`config.mk`:
```
export PLATFORM = sky130hd
export DESIGN_NAME = seg_hex595_chain
export DESIGN_NICKNAME = d
export VERILOG_FILES = /design/src/rtl/seg_hex595_chain.sv
export SDC_FILE = /design/constraint.sdc
export NUM_CORES = 1
export LEC_CHECK = 0
export ABC_AREA = 0
export CAP_MARGIN = 40
export CORE_MARGIN = 2
export CORE_UTILIZATION = 35
export DETAILED_ROUTE_END_ITERATION = 12
export GPL_TIMING_DRIVEN = 0
export HOLD_SLACK_MARGIN = 0.03
export PLACE_DENSITY_LB_ADDON = 0.1
export SYNTH_ARGS = -nofsm -noshare
export SYNTH_HDL_FRONTEND = slang
export SYNTH_SLANG_ARGS = --single-unit
```
`constraint.sdc`:
```
create_clock -name sys_clk -period 3.1 [get_ports sys_clk]
set_input_delay 0.62 -clock sys_clk [delete_from_list [all_inputs] [get_ports sys_clk]]
set_output_delay 0.62 -clock sys_clk [all_outputs]
set_load 0.05 [all_outputs]
```
`src/rtl/seg_hex595_chain.sv`:
```
// Multiplexed hex 7-segment driver shifting {segment byte, digit-select byte}
// into a 74HC595 chain, one digit per scan slot, with frame-coherent inputs.
module seg_hex595_chain #(
  parameter int NUM_DIGITS  = 8,
  parameter int CLK_DIV     = 4,
  parameter int HOLD_CYCLES = 2000,
  parameter int SEG_ACT_LOW = 1,
  parameter int DIG_ACT_LOW = 0
) (
  input  logic                    sys_clk,
  input  logic                    sys_rst,
  input  logic [4*NUM_DIGITS-1:0] hex_data,
  input  logic [NUM_DIGITS-1:0]   dp_mask,
  input  logic [NUM_DIGITS-1:0]   blank_mask,
  input  logic                    lz_en,
  output logic                    seg_clk,
  output logic                    seg_dat,
  output logic                    seg_str,
  output logic                    frame_done
);

  localparam int IDX_W  = (NUM_DIGITS  > 1) ? $clog2(NUM_DIGITS)  : 1;
  localparam int DIV_W  = (CLK_DIV     > 1) ? $clog2(CLK_DIV)     : 1;
  localparam int HOLD_W = (HOLD_CYCLES > 1) ? $clog2(HOLD_CYCLES) : 1;

  typedef enum logic [2:0] {LOAD, SHIFT_LO, SHIFT_HI, STROBE, HOLD} state_t;

  state_t                  state, state_next;
  logic [IDX_W-1:0]        idx, idx_next;
  logic [DIV_W-1:0]        div_cnt, div_next;
  logic [HOLD_W-1:0]       hold_cnt, hold_next;
  logic [3:0]              bit_cnt, bit_next;
  logic [15:0]             word, word_next;
  logic [4*NUM_DIGITS-1:0] snap_hex, snap_hex_next;
  logic [NUM_DIGITS-1:0]   snap_dp, snap_dp_next;
  logic [NUM_DIGITS-1:0]   snap_blank, snap_blank_next;
  logic                    snap_lz, snap_lz_next;
  logic                    clk_next, dat_next, str_next, frame_next;

  logic [4*NUM_DIGITS-1:0] src_hex;
  logic [NUM_DIGITS-1:0]   src_dp, src_blank;
  logic                    src_lz;
  logic [3:0]              nib;
  logic                    upper_zero, blanked;
  logic [7:0]              seg_raw, seg_byte, sel_raw, sel_byte;
  logic                    div_last, hold_last, idx_last;

  function automatic logic [6:0] hex_font(input logic [3:0] n);
    case (n)
      4'h0: hex_font = 7'h3F;
      4'h1: hex_font = 7'h06;
      4'h2: hex_font = 7'h5B;
      4'h3: hex_font = 7'h4F;
      4'h4: hex_font = 7'h66;
      4'h5: hex_font = 7'h6D;
      4'h6: hex_font = 7'h7D;
      4'h7: hex_font = 7'h07;
      4'h8: hex_font = 7'h7F;
      4'h9: hex_font = 7'h6F;
      4'hA: hex_font = 7'h77;
      4'hB: hex_font = 7'h7C;
      4'hC: hex_font = 7'h39;
      4'hD: hex_font = 7'h5E;
      4'hE: hex_font = 7'h79;
      default: hex_font = 7'h71;
    endcase
  endfunction

  assign div_last  = (div_cnt  == DIV_W'(CLK_DIV - 1));
  assign hold_last = (hold_cnt == HOLD_W'(HOLD_CYCLES - 1));
  assign idx_last  = (idx      == IDX_W'(NUM_DIGITS - 1));

  // Digit 0 reads the live inputs because its LOAD is also the snapshot cycle.
  always_comb begin
    src_hex    = (idx == '0) ? hex_data   : snap_hex;
    src_dp     = (idx == '0) ? dp_mask    : snap_dp;
    src_blank  = (idx == '0) ? blank_mask : snap_blank;
    src_lz     = (idx == '0) ? lz_en      : snap_lz;
    nib        = src_hex[4*int'(idx) +: 4];
    upper_zero = 1'b1;
    for (int i = 0; i < NUM_DIGITS; i++) begin
      if (i >= int'(idx) && src_hex[4*i +: 4] != 4'h0) upper_zero = 1'b0;
    end
    blanked  = src_blank[idx] | (src_lz & (idx != '0) & upper_zero);
    seg_raw  = blanked ? 8'h00 : {src_dp[idx], hex_font(nib)};
    seg_byte = (SEG_ACT_LOW != 0) ? ~seg_raw : seg_raw;
    sel_raw  = 8'd1 << idx;
    sel_byte = (DIG_ACT_LOW != 0) ? ~sel_raw : sel_raw;
  end

  always_comb begin
    state_next      = state;
    idx_next        = idx;
    div_next        = div_cnt;
    hold_next       = hold_cnt;
    bit_next        = bit_cnt;
    word_next       = word;
    snap_hex_next   = snap_hex;
    snap_dp_next    = snap_dp;
    snap_blank_next = snap_blank;
    snap_lz_next    = snap_lz;
    frame_next      = 1'b0;
    case (state)
      LOAD: begin
        word_next  = {seg_byte, sel_byte};
        bit_next   = 4'd15;
        div_next   = '0;
        state_next = SHIFT_LO;
        if (idx == '0) begin
          snap_hex_next   = hex_data;
          snap_dp_next    = dp_mask;
          snap_blank_next = blank_mask;
          snap_lz_next    = lz_en;
        end
      end
      SHIFT_LO: begin
        div_next = div_cnt + DIV_W'(1);
        if (div_last) begin
          div_next   = '0;
          state_next = SHIFT_HI;
        end
      end
      SHIFT_HI: begin
        div_next = div_cnt + DIV_W'(1);
        if (div_last) begin
          div_next = '0;
          if (bit_cnt == 4'd0) begin
            state_next = STROBE;
          end else begin
            bit_next   = bit_cnt - 4'd1;
            state_next = SHIFT_LO;
          end
        end
      end
      STROBE: begin
        div_next = div_cnt + DIV_W'(1);
        if (div_last) begin
          div_next   = '0;
          hold_next  = '0;
          state_next = HOLD;
        end
      end
      HOLD: begin
        hold_next = hold_cnt + HOLD_W'(1);
        if (hold_last) begin
          hold_next  = '0;
          state_next = LOAD;
          if (idx_last) begin
            idx_next   = '0;
            frame_next = 1'b1;
          end else begin
            idx_next = idx + IDX_W'(1);
          end
        end
      end
      default: state_next = LOAD;
    endcase
    // Pin values are registered from the next state so they never glitch.
    clk_next = (state_next == SHIFT_HI);
    str_next = (state_next == STROBE);
    dat_next = (state_next == SHIFT_LO || state_next == SHIFT_HI) ? word_next[bit_next] : 1'b0;
  end

  always_ff @(posedge sys_clk or posedge sys_rst) begin
    if (sys_rst) begin
      state      <= LOAD;
      idx        <= '0;
      div_cnt    <= '0;
      hold_cnt   <= '0;
      bit_cnt    <= '0;
      word       <= '0;
      snap_hex   <= '0;
      snap_dp    <= '0;
      snap_blank <= '0;
      snap_lz    <= 1'b0;
      seg_clk    <= 1'b0;
      seg_dat    <= 1'b0;
      seg_str    <= 1'b0;
      frame_done <= 1'b0;
    end else begin
      state      <= state_next;
      idx        <= idx_next;
      div_cnt    <= div_next;
      hold_cnt   <= hold_next;
      bit_cnt    <= bit_next;
      word       <= word_next;
      snap_hex   <= snap_hex_next;
      snap_dp    <= snap_dp_next;
      snap_blank <= snap_blank_next;
      snap_lz    <= snap_lz_next;
      seg_clk    <= clk_next;
      seg_dat    <= dat_next;
      seg_str    <= str_next;
      frame_done <= frame_next;
    end
  end

endmodule

```
## Yosys cells after proc, flatten, opt, wreduce, memory -nomap -nowiden

Memories as Yosys holds them, arrays and structs flattened.
Cells that the tools add are included.
W data, S select, Z words.

| storage, ports and cells | value |
|---|---|
| input port bits | 51 |
| ROM bits | 112 |
| word-level logic and storage cells | 109 |
| register bits after elaboration | 92 |
| output and inout bits | 4 |
| memories kept | 1 |

| cells by class | value |
|---|---|
| mux-type cells | 39 |
| eq/ne operators | 11 |
| magnitude comparators | 9 |
| shift-type cells | 2 |
| reductions and logical operators | 25 |
| bitwise gates (word level) | 4 |
| $add $sub $neg | 4 |

Memories:

| name | words | bits a word | rd ports | clocked after memory_dff | wr ports | RTL line | RTL |
|---|---|---|---|---|---|---|---|
| (no name shown) | 16 | 7 | 1 | 0 | 0 | 49 | `case (n)` |

Operators by type and width:

| operator | count |
|---|---|
| $mux W32 | 1 |
| $reduce_bool A4 Y1 | 8 |
| $shiftx A32 B6 Y4 | 1 |
| $mux W8 | 3 |
| $mux W11 | 2 |
| $pmux W11 S2 | 1 |
| $mux W1 | 16 |
| $mux W16 | 1 |
| $mux W3 | 5 |
| $pmux W3 S5 | 1 |
| $eq A3 B2 Y1 const B | 4 |
| $add A11 B1 Y11 const B | 1 |
| $eq A11 B11 Y1 const B | 1 |
| $ge A3 B3 Y1 const A | 3 |
| $mux W4 | 2 |
| $not A8 Y8 | 1 |
| $pmux W4 S2 | 1 |
| $shl A1 B3 Y8 const A | 1 |
| $logic_and A1 B1 Y1 | 7 |
| $bmux W1 S3 | 2 |
| $eq A3 B1 Y1 const B | 2 |
| $eq A3 B3 Y1 const B | 2 |
| $ge A1 B3 Y1 const A | 2 |
| $ge A2 B3 Y1 const A | 2 |
| other kinds (19) | 24 |

## Logic depth before layout (Yosys ltp)

Gate-level depths: netlist (run 1).

| depth | value |
|---|---|
| word-level depth | 20 |
| depth in mapped cells | 14 |
| depth with buffers taken out | 11 |

## Least setup slack after synthesis (run 1)

No wires, ideal clock.

| timing path | value |
|---|---|
| path type | flip-flop to flip-flop |
| start | register idx[1] |
| end | register word[13] |
| setup time | 0.126 ns |
| buffers on the path | 2 |
| arrival time | 2.749 ns |
| slack | 0.225 ns |
| data required time | 2.974 ns |
| period minus slack after synthesis | 2.875 ns |
| cell stages (with the launch flop) | 11 |
| cell sequence | dfrtp_1 -> buf_4 -> inv_2 -> ha_1 -> buf_6 -> nor2b_4 -> mux4_2 -> mux4_2 -> nor2_1 -> o21ai_2 -> o32a_1 |

| on the way | value |
|---|---|
| longest elaborated chain between the ends | 17 |
| elaborated cells between the ends (all ways) | 45 |
| those cells by class | 7 x order compare; 1 x shift; 15 x mux; 4 x bitwise; 17 x reduce/logical; 1 x memory |

RTL lines:

| what | RTL line | RTL |
|---|---|---|
| start: declaration | 29 | `logic [IDX_W-1:0] idx, idx_next;` |
| start signal: assignment | 182 | `idx <= idx_next;` |
| $logic_not A3 Y1 | 75, 77, 78 |  |
| $mux W32 | n/a |  |
| $reduce_bool A4 Y1 | 82 | `if (i >= int'(idx) && src_hex[4*i +: 4] != 4'h0) upper_zero = 1'b0;` |
| $logic_and A1 B1 Y1 | 82 |  |
| $mux W1 (8 in series) | 82 |  |
| $and A1 B1 Y1 | 84 | `blanked = src_blank[idx] \| (src_lz & (idx != '0) & upper_zero);` |
| $or A1 B1 Y1 | 84 |  |
| $mux W8 * | 85 | `seg_raw = blanked ? 8'h00 : {src_dp[idx], hex_font(nib)};` |
| $not A8 Y8 * | 86 | `seg_byte = (SEG_ACT_LOW != 0) ? ~seg_raw : seg_raw;` |
| $mux W16 * | 103 | `case (state)` |
| net word_next[13] | 33 | `logic [15:0] word, word_next;` |
| end signal: assignment | 186 | `word <= word_next;` |
| end: declaration | 33 |  |

Mark *: on every way through the listed nets, which the timed path passes. The rest lies on a longest branch. The select of a mux whose other input is x is not followed.
A chain may end at the register's enable or synchronous reset.

## Final worst setup path (run 1)

| timing path | value |
|---|---|
| start | register idx[1] |
| end | register word[9] |

The elaborated chain is that of the path after synthesis.

==> summary.md, run 1 <==
| Metric | Value |
|---|---|
| CP Launch Point | idx[1]$_DFFE_PP0P_ |
| Least-Margin Pin Slew | between 0.6 and 0.7 ns |
| Synth Instances | 456 |
| Clk pin slew, worst setup/hold paths | approximately 0.060 ns |
| Most common cell after layout, fill and taps aside | dfrtp_1 |
| Mean post-synth cell area | 11.1 µm² |
| Vias per cell | roughly 5.3 |
| Clock skew | 0.00493 ns |
| Detailed placement HPWL | 9060 µm |
| TNS Setup | 0 ns |
| Hold crit path type | reg -> reg |
| Pins over their slew limit | 0 |
| CP max stage delay | 0.52 ns |
| CP Max Fanout | 10 |
| Power Dens Cells | about 410 nW/µm² |
| Clock share of power | 0.429 |
| Clock Sinks | 92 |
| Final worst slack | 0.103 ns |
| Synth async-reset ratio | 1.00 |
| Final WL | 12300 µm |
| Switch share | 0.218 |
| # setup viols final | 0 |
| Max VDD drop | 0.261 mV |
| Max_slew headroom | 0.545 |
| Ys Warns | 0 |
| Area of the core | 14000 µm² |
| Main synth FF type | dfrtp_1 |
| Gr ovfl total | 0 |
| Tot Pwr | approximately 0.0026 W |
| #FFs+latches synth | around 90 |
| Vias in the first global route | 3878 |
| Hold_sp | word[1]$_DFF_PP0_ |
| Sequential power share | 0.487 |
| Crit. End Element | flip-flop |
| Drt drc | 0 |
| Status | complete, no violations |
| Critical Path Source Type | flip-flop |
| CTS tree | done |
| Comb pwr share | 0.085 |
| Tmin final | between 2 and 3 ns |
| Fmax | between 0.3 and 0.4 GHz |
| Drt first pass iters | 4 |
| Height of the die | 124 µm |
| Area growth, synth to finish | 25.0% |
| RD Place Congestion | 0.843 |
| Die width | 124 µm |
| Post-synthesis sequential area ratio | 0.454 |
| Via count | 3823 |
| All-layer global routing usage | 0.166 |
| WS Path Type | reg -> reg |
| H-Tree Depth | 3 |
| CP max-delay cell | mux4_2 |
| WP data arrival | 3.23 ns |
| Global-route wire length before repair | 20600 µm |
| Internal power | 0.00204 W |
| Most frequent cells in the layout | dfrtp_1, clkdlybuf4s50_1, nand2_1 |
| Max-cap violations | 0 |
| Cell Rows | 43 |
| Most used cell, CP | buf_6 |
| Crit path cell chain | buf_12, inv_8, ha_1, buf_6, nor2b_4, buf_6, mux2i_1, mux4_2, o21ai_4, buf_6, mux2i_1, nor2_1, o32a_1 |
| Pin count of the biggest net entering global routing | 53 |
| Num CTS Buffers | 9 |
| Worst flop-to-flop path startpoint | idx[1]$_DFFE_PP0P_ |
| CP required | 3.33 ns |
| DR WL/cell | 17.1 µm |
| Die area | about 15000 µm² |
| Clock root cell | clkbuf_16 |
| Bufs on Longest Clock Path | 2 |
| Hold buffer count at cts | 0 |
| Initial antenna violation count | 0 |
| Antenna-violating nets left | 0 |
| Num ports | 55 |
| Initial drt markers | 186 |
| CP top delay family | multiplexers |
| Worst-skew pair later-pin latency | around 0.35 ns |
| Tcrit/Tclk final | 0.967 |
| N_diodes | 0 |
| Distinct cells, synth | 57 |
| Dpl ws | -0.350 ns |
| Worst path bufs/invs | 5 |
| Port Buffer Count | 54 |
| Core Util, Final | 0.453 |
| Lkg Pwr | 2.69 nW |
| Switching power | 0.000569 W |
| Layout cell share with drive strength beyond 1 | 0.194 |
| EDFF count, synth | 0 |
| Syn_nets | ~520 |
| Netlist Area Pre-Place | 5070 µm² |
| Final hold slack | 0.466 ns |
| Starting Density | 0.362 |
| Final #Nets | 601 |
| Final Hold Viols | 0 |
metrics by stage:
step	cells	area [µm²]
4_1_cts	710	6240
3_3_place_gp	690	5840
5_1_grt	720	6340
3_5_place_dp	692	5880
6_report	720	6340
2_1_floorplan	456	5070
state kept, by name (all words and copies together) (netlist names):
signal      count
snap_hex       32
word           16
hold_cnt       11
snap_blank      8
snap_dp         8
bit_cnt         4
idx             3
state           3
div_cnt         2
frame_done      1
seg_clk         1
seg_dat         1
seg_str         1
snap_lz         1
power groups by stage:
stage | registers [W] | clock network, W | logic [W]
3_3_place_gp | 0.00129 | 0 | 0.000212
5_1_grt | 0.00128 | 0.00120 | 0.000244
4_1_cts | 0.00127 | 0.00116 | 0.000223
6_report | 0.00127 | 0.00112 | 0.000221
2_1_floorplan | 0.00129 | 0 | 0.000110
3_5_place_dp | 0.00129 | 0 | 0.000220
synthesized netlist by cell type, types with 3 or more instances:
cell      count  share of area
o32a_1        4         0.0079
inv_1        11         0.0081
o21ai_1      14          0.014
nor4_1       13          0.016
o31ai_1       6         0.0089
and3_1        8         0.0099
a21o_1        3         0.0044
buf_4         3         0.0044
o21ai_0      14          0.014
mux2i_1      25          0.049
mux2_1       13          0.029
mux4_2       14          0.062
nand3_1      13          0.013
dfrtp_1      92           0.45
o22a_1        3         0.0052
a311oi_1      3         0.0052
ha_1         15          0.037
mux2_2       42          0.093
nand2_1      50          0.037
a21oi_1      10         0.0099
a211oi_1      4         0.0059
nand2b_1      6         0.0074
nor2_1       26          0.019
buf_6         3         0.0067
a31oi_1       3         0.0037
clkbuf_1     16          0.012
cells by family after synthesis:
| kind of cell | share of synthesized area |
|---|---|
| multiplexers | 0.234 |
| adder cells (fa/ha/maj) | 0.0370 |
| flip-flops | 0.454 |
| AO/OA/AOI/OAI | 0.109 |
| buffers and inverters | 0.0346 |
| AND/OR/NAND/NOR | 0.132 |
what timing repair did:
item | CTS | global route
resized for setup | 14 | 8
setup endpoints to repair | 9 | 7
setup buffers | 2 | 9
pin swaps | 0 | 1
gates cloned | 0 | 1
tightest hold or removal path, cell delays in order, from the launching register on:
cell     delay, ns
dfrtp_1       0.32
nand2_1       0.06
nand2_1       0.05
routing by layer:
metal	track usage	wire, µm	vias up
met1	0.215	5600	1889
met3	0.0382	371	19
met5	0	0	-
li1	-	-	1854
met2	0.271	6060	61
met4	0.0641	285	0
final timing paths:
path	slack [ns]	endpoint	cells after the start
worst max-delay path	0.10	word[9]$_DFF_PP0_	13
worst min-delay path	0.47	word[1]$_DFF_PP0_	2
worst max register to register	0.10	word[9]$_DFF_PP0_	13
worst min register to register	0.47	word[1]$_DFF_PP0_	2
max in group asynchronous	1.77	snap_hex[19]$_DFFE_PP0P_	3
min in group asynchronous	0.68	snap_dp[5]$_DFFE_PP0P_	2
layout make-up:
| cell class | instances | area, µm² |
|---|---|---|
| inverter | 13 | 58.8 |
| buffer | 24 | 153 |
| tap | 180 | 225 |
| sequential | 92 | 2300 |
| timing repair buffer | 68 | 671 |
| multi-input combinational | 327 | 2630 |
| clock inverter | 1 | 30.0 |
| clock buffer | 15 | 268 |
| fill | 1333 | 7650 |
(Power assumes the default switching activity.)
==> inputs of run 2 (changes only) <==
--- a/config.mk
+++ b/config.mk
@@ -12,7 +12,9 @@
 export DETAILED_ROUTE_END_ITERATION = 12
 export GPL_TIMING_DRIVEN = 0
 export HOLD_SLACK_MARGIN = 0.03
+export MAX_ROUTING_LAYER = met4
 export PLACE_DENSITY_LB_ADDON = 0.1
+export RECOVER_POWER = 50
 export SYNTH_ARGS = -nofsm -noshare
 export SYNTH_HDL_FRONTEND = slang
 export SYNTH_SLANG_ARGS = --single-unit
==> constraint.sdc (replaced) <==
create_clock -name sys_clk -period 3.1 [get_ports sys_clk]
set_input_delay 0.62 -clock sys_clk [delete_from_list [all_inputs] [get_ports sys_clk]]
set_output_delay 0.62 -clock sys_clk [all_outputs]
set_load 0.02 [all_outputs]
==> run 2 against run 1 <==
Compared with the run above:
- the flow now finishes with violations (capacitance limit, slew limit)
- non-clock buffer count did not move
- combinational power barely moved
- clock skew barely moved
- first-iteration DRC count fell by 15%
- sequential power barely moved
- via count rose by 0.50%
- sequential share of layout area barely moved
- total power barely moved
- largest cell class unchanged
- cell count did not move
==> summary.md, run 2 (same netlist as run 1, synthesis figures left out) <==
| Metric | Value |
|---|---|
| Tcrit/Tclk final | 0.967 (about the same) |
| Pin count of the biggest net entering global routing | 53 (unchanged) |
| Starting Density | 0.362 (unchanged) |
| Final WL | 12300 µm (about the same) |
| Tmin final | 3.00 ns (about the same) |
| Global-route wire length before repair | 20600 µm (about the same) |
| Final worst slack | 0.102 ns (was 0.103 ns) |
| Initial drt markers | 158 (was 186) |
| Clock skew | 0.00487 ns (was 0.00493 ns) |
| Num ports | 55 (unchanged) |
| Status | finished with violations (was complete, no violations) |
| WP data arrival | 3.23 ns (about the same) |
| Max VDD drop | 0.261 mV (about the same) |
| # setup viols final | 0 (unchanged) |
| Cell Rows | 43 (unchanged) |
| Drt drc | 0 (unchanged) |
| Dpl ws | -0.350 ns (unchanged) |
| Clk pin slew, worst setup/hold paths | 0.06 ns (about the same) |
| Port Buffer Count | 54 (unchanged) |
| CP required | 3.33 ns (about the same) |
| Pins over their slew limit | 41 (was 0) |
| Die area | 15500 µm² (unchanged) |
| Area growth, synth to finish | 25.0% (about the same) |
| Power Dens Cells | 412 nW/µm² (about the same) |
| Hold crit path type | reg -> reg (unchanged) |
| Failing checks | capacitance limit, slew limit |
| Top Registers | snap_hex x32, word x16, hold_cnt x11 (unchanged) |
| Hold buffer count at cts | 0 (unchanged) |
| Lkg Pwr | 2.69 nW (about the same) |
| Antenna-violating nets left | 0 (unchanged) |
| Gr ovfl total | 0 (unchanged) |
| Final Cell Area | 6340 µm² (about the same) |
| Worst R2R Setup Slack | 0.10 ns (about the same) |
| H-Tree Depth | 3 (unchanged) |
| Most common cell after layout, fill and taps aside | dfrtp_1 (unchanged) |
| Via count | 3842 (was 3823) |
| Least-Margin Pin Slew | 1.70 ns (was 0.682 ns) |
| Vias in the first global route | 3885 (was 3878) |
| Layout cell share with drive strength beyond 1 | 0.193 (was 0.194) |
| Clock Sinks | 92 (unchanged) |
| CTS tree | done (unchanged) |
| CP Max Fanout | 10 (unchanged) |
| Clock root cell | clkbuf_16 (unchanged) |
| Flip-flop and latch area | 2300 µm² (unchanged) |
| DR WL/cell | 17.1 µm (about the same) |
| Multi-input gate area | 2630 µm² (unchanged) |
| Final #Nets | 601 (unchanged) |
| Area of the core | 14000 µm² (unchanged) |
| Height of the die | 124 µm (unchanged) |
| Fillcell total | 1333 (unchanged) |
| Max FFs per register | 32 (unchanged) |
| WS Path Type | reg -> reg (unchanged) |
| Placed Area | 5880 µm² (unchanged) |
| N_diodes | 0 (unchanged) |
| Max-cap violations | 1 (was 0) |
| Most frequent cells in the layout | dfrtp_1, clkdlybuf4s50_1, nand2_1 (unchanged) |
| Initial antenna violation count | 0 (unchanged) |
| Vias per cell | 5.34 (was 5.31) |
| Reg with most FFs | snap_hex (unchanged) |
| Crit. End Element | flip-flop (unchanged) |
| Drt first pass iters | 4 (unchanged) |
| Die width | 124 µm (unchanged) |
| Detailed placement HPWL | 9060 µm (unchanged) |
| Final hold slack | 0.466 ns (about the same) |
| Fmax | 0.334 GHz (about the same) |
| Max_slew headroom | -0.134 (was 0.545) |
| Bufs on Longest Clock Path | 2 (unchanged) |
| RD Place Congestion | 0.857 (was 0.843) |
| Critical Path Source Type | flip-flop (unchanged) |
| All-layer global routing usage | 0.171 (was 0.166) |
| Final Hold Viols | 0 (unchanged) |
| Num CTS Buffers | 9 (unchanged) |
| Worst-skew pair later-pin latency | 0.35 ns (about the same) |
## run 2: changes by cell type in the layout (fill, tap and decap cells not counted)
cell and change:
inv_1 +1, clkdlybuf4s50_1 -1, inv_4 -1, dlygate4sd3_1 +1
## run 2: repair_timing
| action | in CTS | in global routing |
|---|---|---|
| hold endpoints to repair | 0 | 0 |
| resized for setup | 14 | 8 |
| endpoints found under the setup margin | 9 | 7 |
| pin swaps | 0 | 1 |
| gates cloned | 0 | 1 |
| setup buffers | 2 | 9 |
## run 2: power by group
group	switching, W	internal [W]	leakage [nW]	total (W)
Combinational	0.0000891	0.000129	1.43	0.000218
Clock	0.000449	0.000671	0.144	0.00112
Sequential	0.0000286	0.00124	1.12	0.00127
Total	0.000567	0.00204	2.69	0.00261
## run 2: stage by stage
stage               instances  power (W)   util  setup TNS [ns]
floorplan                 456    0.00139      -               0
global placement          690    0.00150  0.417         -139.26
detailed placement        692    0.00151  0.420           -2.42
CTS                       710    0.00265  0.446               0
global route              720    0.00272  0.453       -0.000981
finish                    720    0.00261  0.453               0
## run 2: area by class of cell
cell class,instances,area share
well taps,180,0.0355
flip-flops and latches,92,0.364
inverters,13,0.00889
repair buffers,68,0.106
multi-input cells,327,0.415
clock inverters,1,0.00474
plain buffers,24,0.0241
clock buffers,15,0.0423
## run 2: per-layer routing
metal | global-route usage | vias to the layer above | wire length (µm)
met5 | - | - | 0
met4 | 0.0641 | 0 | 285
met3 | 0.0365 | 20 | 385
met2 | 0.272 | 71 | 6040
met1 | 0.214 | 1902 | 5620
li1 | - | 1849 | -
## run 2: path summary, 6_finish.rpt
check / start / endpoint / cells past startpoint
max: idx[1]$_DFFE_PP0P_ / word[9]$_DFF_PP0_ / 13
max in group asynchronous: sys_rst / idx[1]$_DFFE_PP0P_ / 2
min reg2reg: word[1]$_DFF_PP0_ / word[1]$_DFF_PP0_ / 2
min in group asynchronous: sys_rst / snap_dp[5]$_DFFE_PP0P_ / 2
max reg2reg: idx[1]$_DFFE_PP0P_ / word[9]$_DFF_PP0_ / 13
min: word[1]$_DFF_PP0_ / word[1]$_DFF_PP0_ / 2
## run 2: worst max-delay path: stages (launching register included)
cell,delay [ns]
dfrtp_2,0.46
buf_12,0.17
inv_8,0.09
ha_1,0.16
buf_6,0.12
nor2b_4,0.19
buf_6,0.12
mux2i_1,0.09
mux4_2,0.52
o21ai_4,0.21
buf_6,0.16
mux2i_1,0.21
nor2_1,0.06
o32a_1,0.32
==> inputs of run 3 (changes only) <==
--- a/config.mk
+++ b/config.mk
@@ -6,7 +6,6 @@
 export NUM_CORES = 1
 export LEC_CHECK = 0
 export ABC_AREA = 0
-export CAP_MARGIN = 40
 export CORE_MARGIN = 2
 export CORE_UTILIZATION = 35
 export DETAILED_ROUTE_END_ITERATION = 12
==> run 3 against run 2 <==
Compared with the run above:
- the run still ends with capacitance limit, slew limit left
- flip-flop and latch count unchanged
- register-to-register slack better by 0.02 ns
- utilization down 0.46 points
- non-clock buffer count down 10
- routed wire length up 0.31%
- cell count down 1.3%
- largest cell class unchanged
- highest routed layer unchanged
==> summary.md, run 3 (same netlist as run 1, synthesis figures left out) <==
| Metric | Value |
|---|---|
| Reg with most FFs | snap_hex (unchanged) |
| Port Buffer Count | 54 (unchanged) |
| WP data arrival | 3.20 ns (was 3.23 ns) |
| RSZ-0062 raised after global routing | no |
| Worst R2R Setup Slack | 0.12 ns (was 0.10 ns) |
| Cell Rows | 43 (unchanged) |
| All-layer global routing usage | 0.172 (was 0.171) |
| Die width | 124 µm (unchanged) |
| Crit. End Element | flip-flop (unchanged) |
| Hold crit path type | reg -> reg (unchanged) |
| Bufs on Longest Clock Path | 2 (unchanged) |
| Wire length on met2 | 6040 µm (about the same) |
| RD Place Congestion | 0.857 (unchanged) |
| Gr ovfl total | 0 (unchanged) |
| Final #Nets | 592 (was 601) |
| M1 WL | 5640 µm (was 5620 µm) |
| Hold buffer count at cts | 0 (unchanged) |
| Worst flop-to-flop path startpoint | idx[1]$_DFFE_PP0P_ (unchanged) |
| Pin count of the biggest net entering global routing | 53 (unchanged) |
| DR WL met3 | 495 µm (was 385 µm) |
| Most frequent cells in the layout | dfrtp_1, clkdlybuf4s50_1, nand2_1 (unchanged) |
| Initial antenna violation count | 0 (unchanged) |
| CP required | 3.33 ns (about the same) |
| Clock skew | 0.00711 ns (was 0.00487 ns) |
| Initial drt markers | 180 (was 158) |
| Height of the die | 124 µm (unchanged) |
| Drt drc | 0 (unchanged) |
| Pins over their slew limit | 41 (unchanged) |
| Area of the core | 14000 µm² (unchanged) |
| Final hold slack | 0.463 ns (was 0.466 ns) |
| Worst Setup EP | word[9]$_DFF_PP0_ (unchanged) |
| Global-route wire length before repair | 20800 µm (was 20600 µm) |
| Num CTS Buffers | 9 (unchanged) |
| H-Tree Depth | 3 (unchanged) |
| Max-cap violations | 1 (unchanged) |
| N_diodes | 0 (unchanged) |
| Final Cell Area | 6270 µm² (was 6340 µm²) |
| CP Launch Point | idx[1]$_DFFE_PP0P_ (unchanged) |
| Most common cell after layout, fill and taps aside | dfrtp_1 (unchanged) |
| Die area | 15500 µm² (unchanged) |
| Critical Path Source Type | flip-flop (unchanged) |
| Power Dens Cells | 415 nW/µm² (was 412 nW/µm²) |
| Antenna-violating nets left | 0 (unchanged) |
| Status | finished with violations (unchanged) |
| Hold_sp | word[1]$_DFF_PP0_ (unchanged) |
| Placed Area | 5870 µm² (was 5880 µm²) |
| Final WL | 12400 µm (was 12300 µm) |
| R2R cell count | 9 (was 13) |
| Tmin final | 2.98 ns (was 3.00 ns) |
| Final Hold Viols | 0 (unchanged) |
| Max VDD drop | 0.297 mV (was 0.261 mV) |
| Via count | 3784 (was 3842) |
| CTS tree | done (unchanged) |
| Least-Margin Pin Slew | 1.67 ns (was 1.70 ns) |
| Clock Sinks | 92 (unchanged) |
| Layout cell share with drive strength beyond 1 | 0.185 (was 0.193) |
| # setup viols final | 0 (unchanged) |
| Max FFs per register | 32 (unchanged) |
| Starting Density | 0.362 (unchanged) |
| Vias per cell | 5.32 (was 5.34) |
| R2r endpoint | word[9]$_DFF_PP0_ (unchanged) |
| Cell Count, Final, Fillers Out | 711 (was 720) |
| Clk pin slew, worst setup/hold paths | 0.06 ns (about the same) |
| Hold Path Stages | 2 (unchanged) |
| Drt first pass iters | 4 (unchanged) |
| WS Path Type | reg -> reg (unchanged) |
| Clock root cell | clkbuf_16 (unchanged) |
| Tcrit/Tclk final | 0.960 (was 0.967) |
| Area growth, synth to finish | 23.7% (was 25.0%) |
| Fmax | 0.336 GHz (was 0.334 GHz) |
| Cell count after placement | 691 (was 692) |
| DR top layer | met4 (unchanged) |
| Vias in the first global route | 3905 (was 3885) |
| Top Registers | snap_hex x32, word x16, hold_cnt x11 (unchanged) |
| Lkg Pwr | 2.65 nW (was 2.69 nW) |
| Detailed placement HPWL | 9090 µm (was 9060 µm) |
| Worst-skew pair later-pin latency | 0.34 ns (was 0.35 ns) |
| Num ports | 55 (unchanged) |
| CP Max Fanout | 9 (was 10) |
| Max_slew headroom | -0.115 (was -0.134) |
| DR WL/cell | 17.4 µm (was 17.1 µm) |
| Failing checks | capacitance limit, slew limit (unchanged) |
[run 3: report_power, final]
group | switching, W | total, W | internal [W]
logic | 0.0000894 | 0.000217 | 0.000128
clock network | 0.000444 | 0.00112 | 0.000671
registers | 0.0000285 | 0.00127 | 0.00124
[run 3: how the worst min path moves through the flow]
stage                                   end  slack, ns
after floorplan           word[1]$_DFF_PP0_       0.43
after global placement    word[5]$_DFF_PP0_       0.45
after detailed placement  word[1]$_DFF_PP0_       0.46
after CTS                 word[1]$_DFF_PP0_       0.47
after global routing      word[4]$_DFF_PP0_       0.50
final                     word[1]$_DFF_PP0_       0.46
[run 3: what timing repair did]
action,4_1_cts,5_1_grt
gates resized for setup,15,10
pin swaps,2,2
endpoints found under the setup margin,9,9
setup buffers,3,1
hold endpoints to repair,0,0
cloned,1,0
[run 3: worst max-delay path, stage by stage (launching register included)]
cell and delay [ns]:
dfrtp_4 0.51, inv_6 0.13, ha_1 0.17, buf_6 0.15, nor2b_4 0.23, mux4_2 0.51, mux4_2 0.50, nor2_4 0.17
o21ai_4 0.12, o32a_1 0.37
[run 3: metrics by stage]
step / utilization / total power [W] / setup slack (ns) / setup TNS [ns]
floorplan: - / 0.00139 / 0.0880 / 0
global route: 0.448 / 0.00271 / 0.0355 / 0
finish: 0.448 / 0.00260 / 0.124 / 0
global placement: 0.417 / 0.00150 / -1.49 / -139.26
CTS: 0.446 / 0.00264 / 0.000425 / 0
detailed placement: 0.419 / 0.00151 / -0.368 / -2.55
[run 3: per-layer routing]
metal,vias up,global-route usage
li1,1831,-
met1,1877,0.215
met2,64,0.275
met3,12,0.0430
met4,0,0.0542
met5,-,-
[run 3: layout make-up]
class                      instances  area (µm²)
clock inverter                     1        30.0
buffer                            23         133
sequential                        92        2310
fill                            1361        7720
inverter                          13        56.3
tap                              180         225
multi-input combinational        328        2660
timing repair buffer              59         598
clock buffer                      15         268
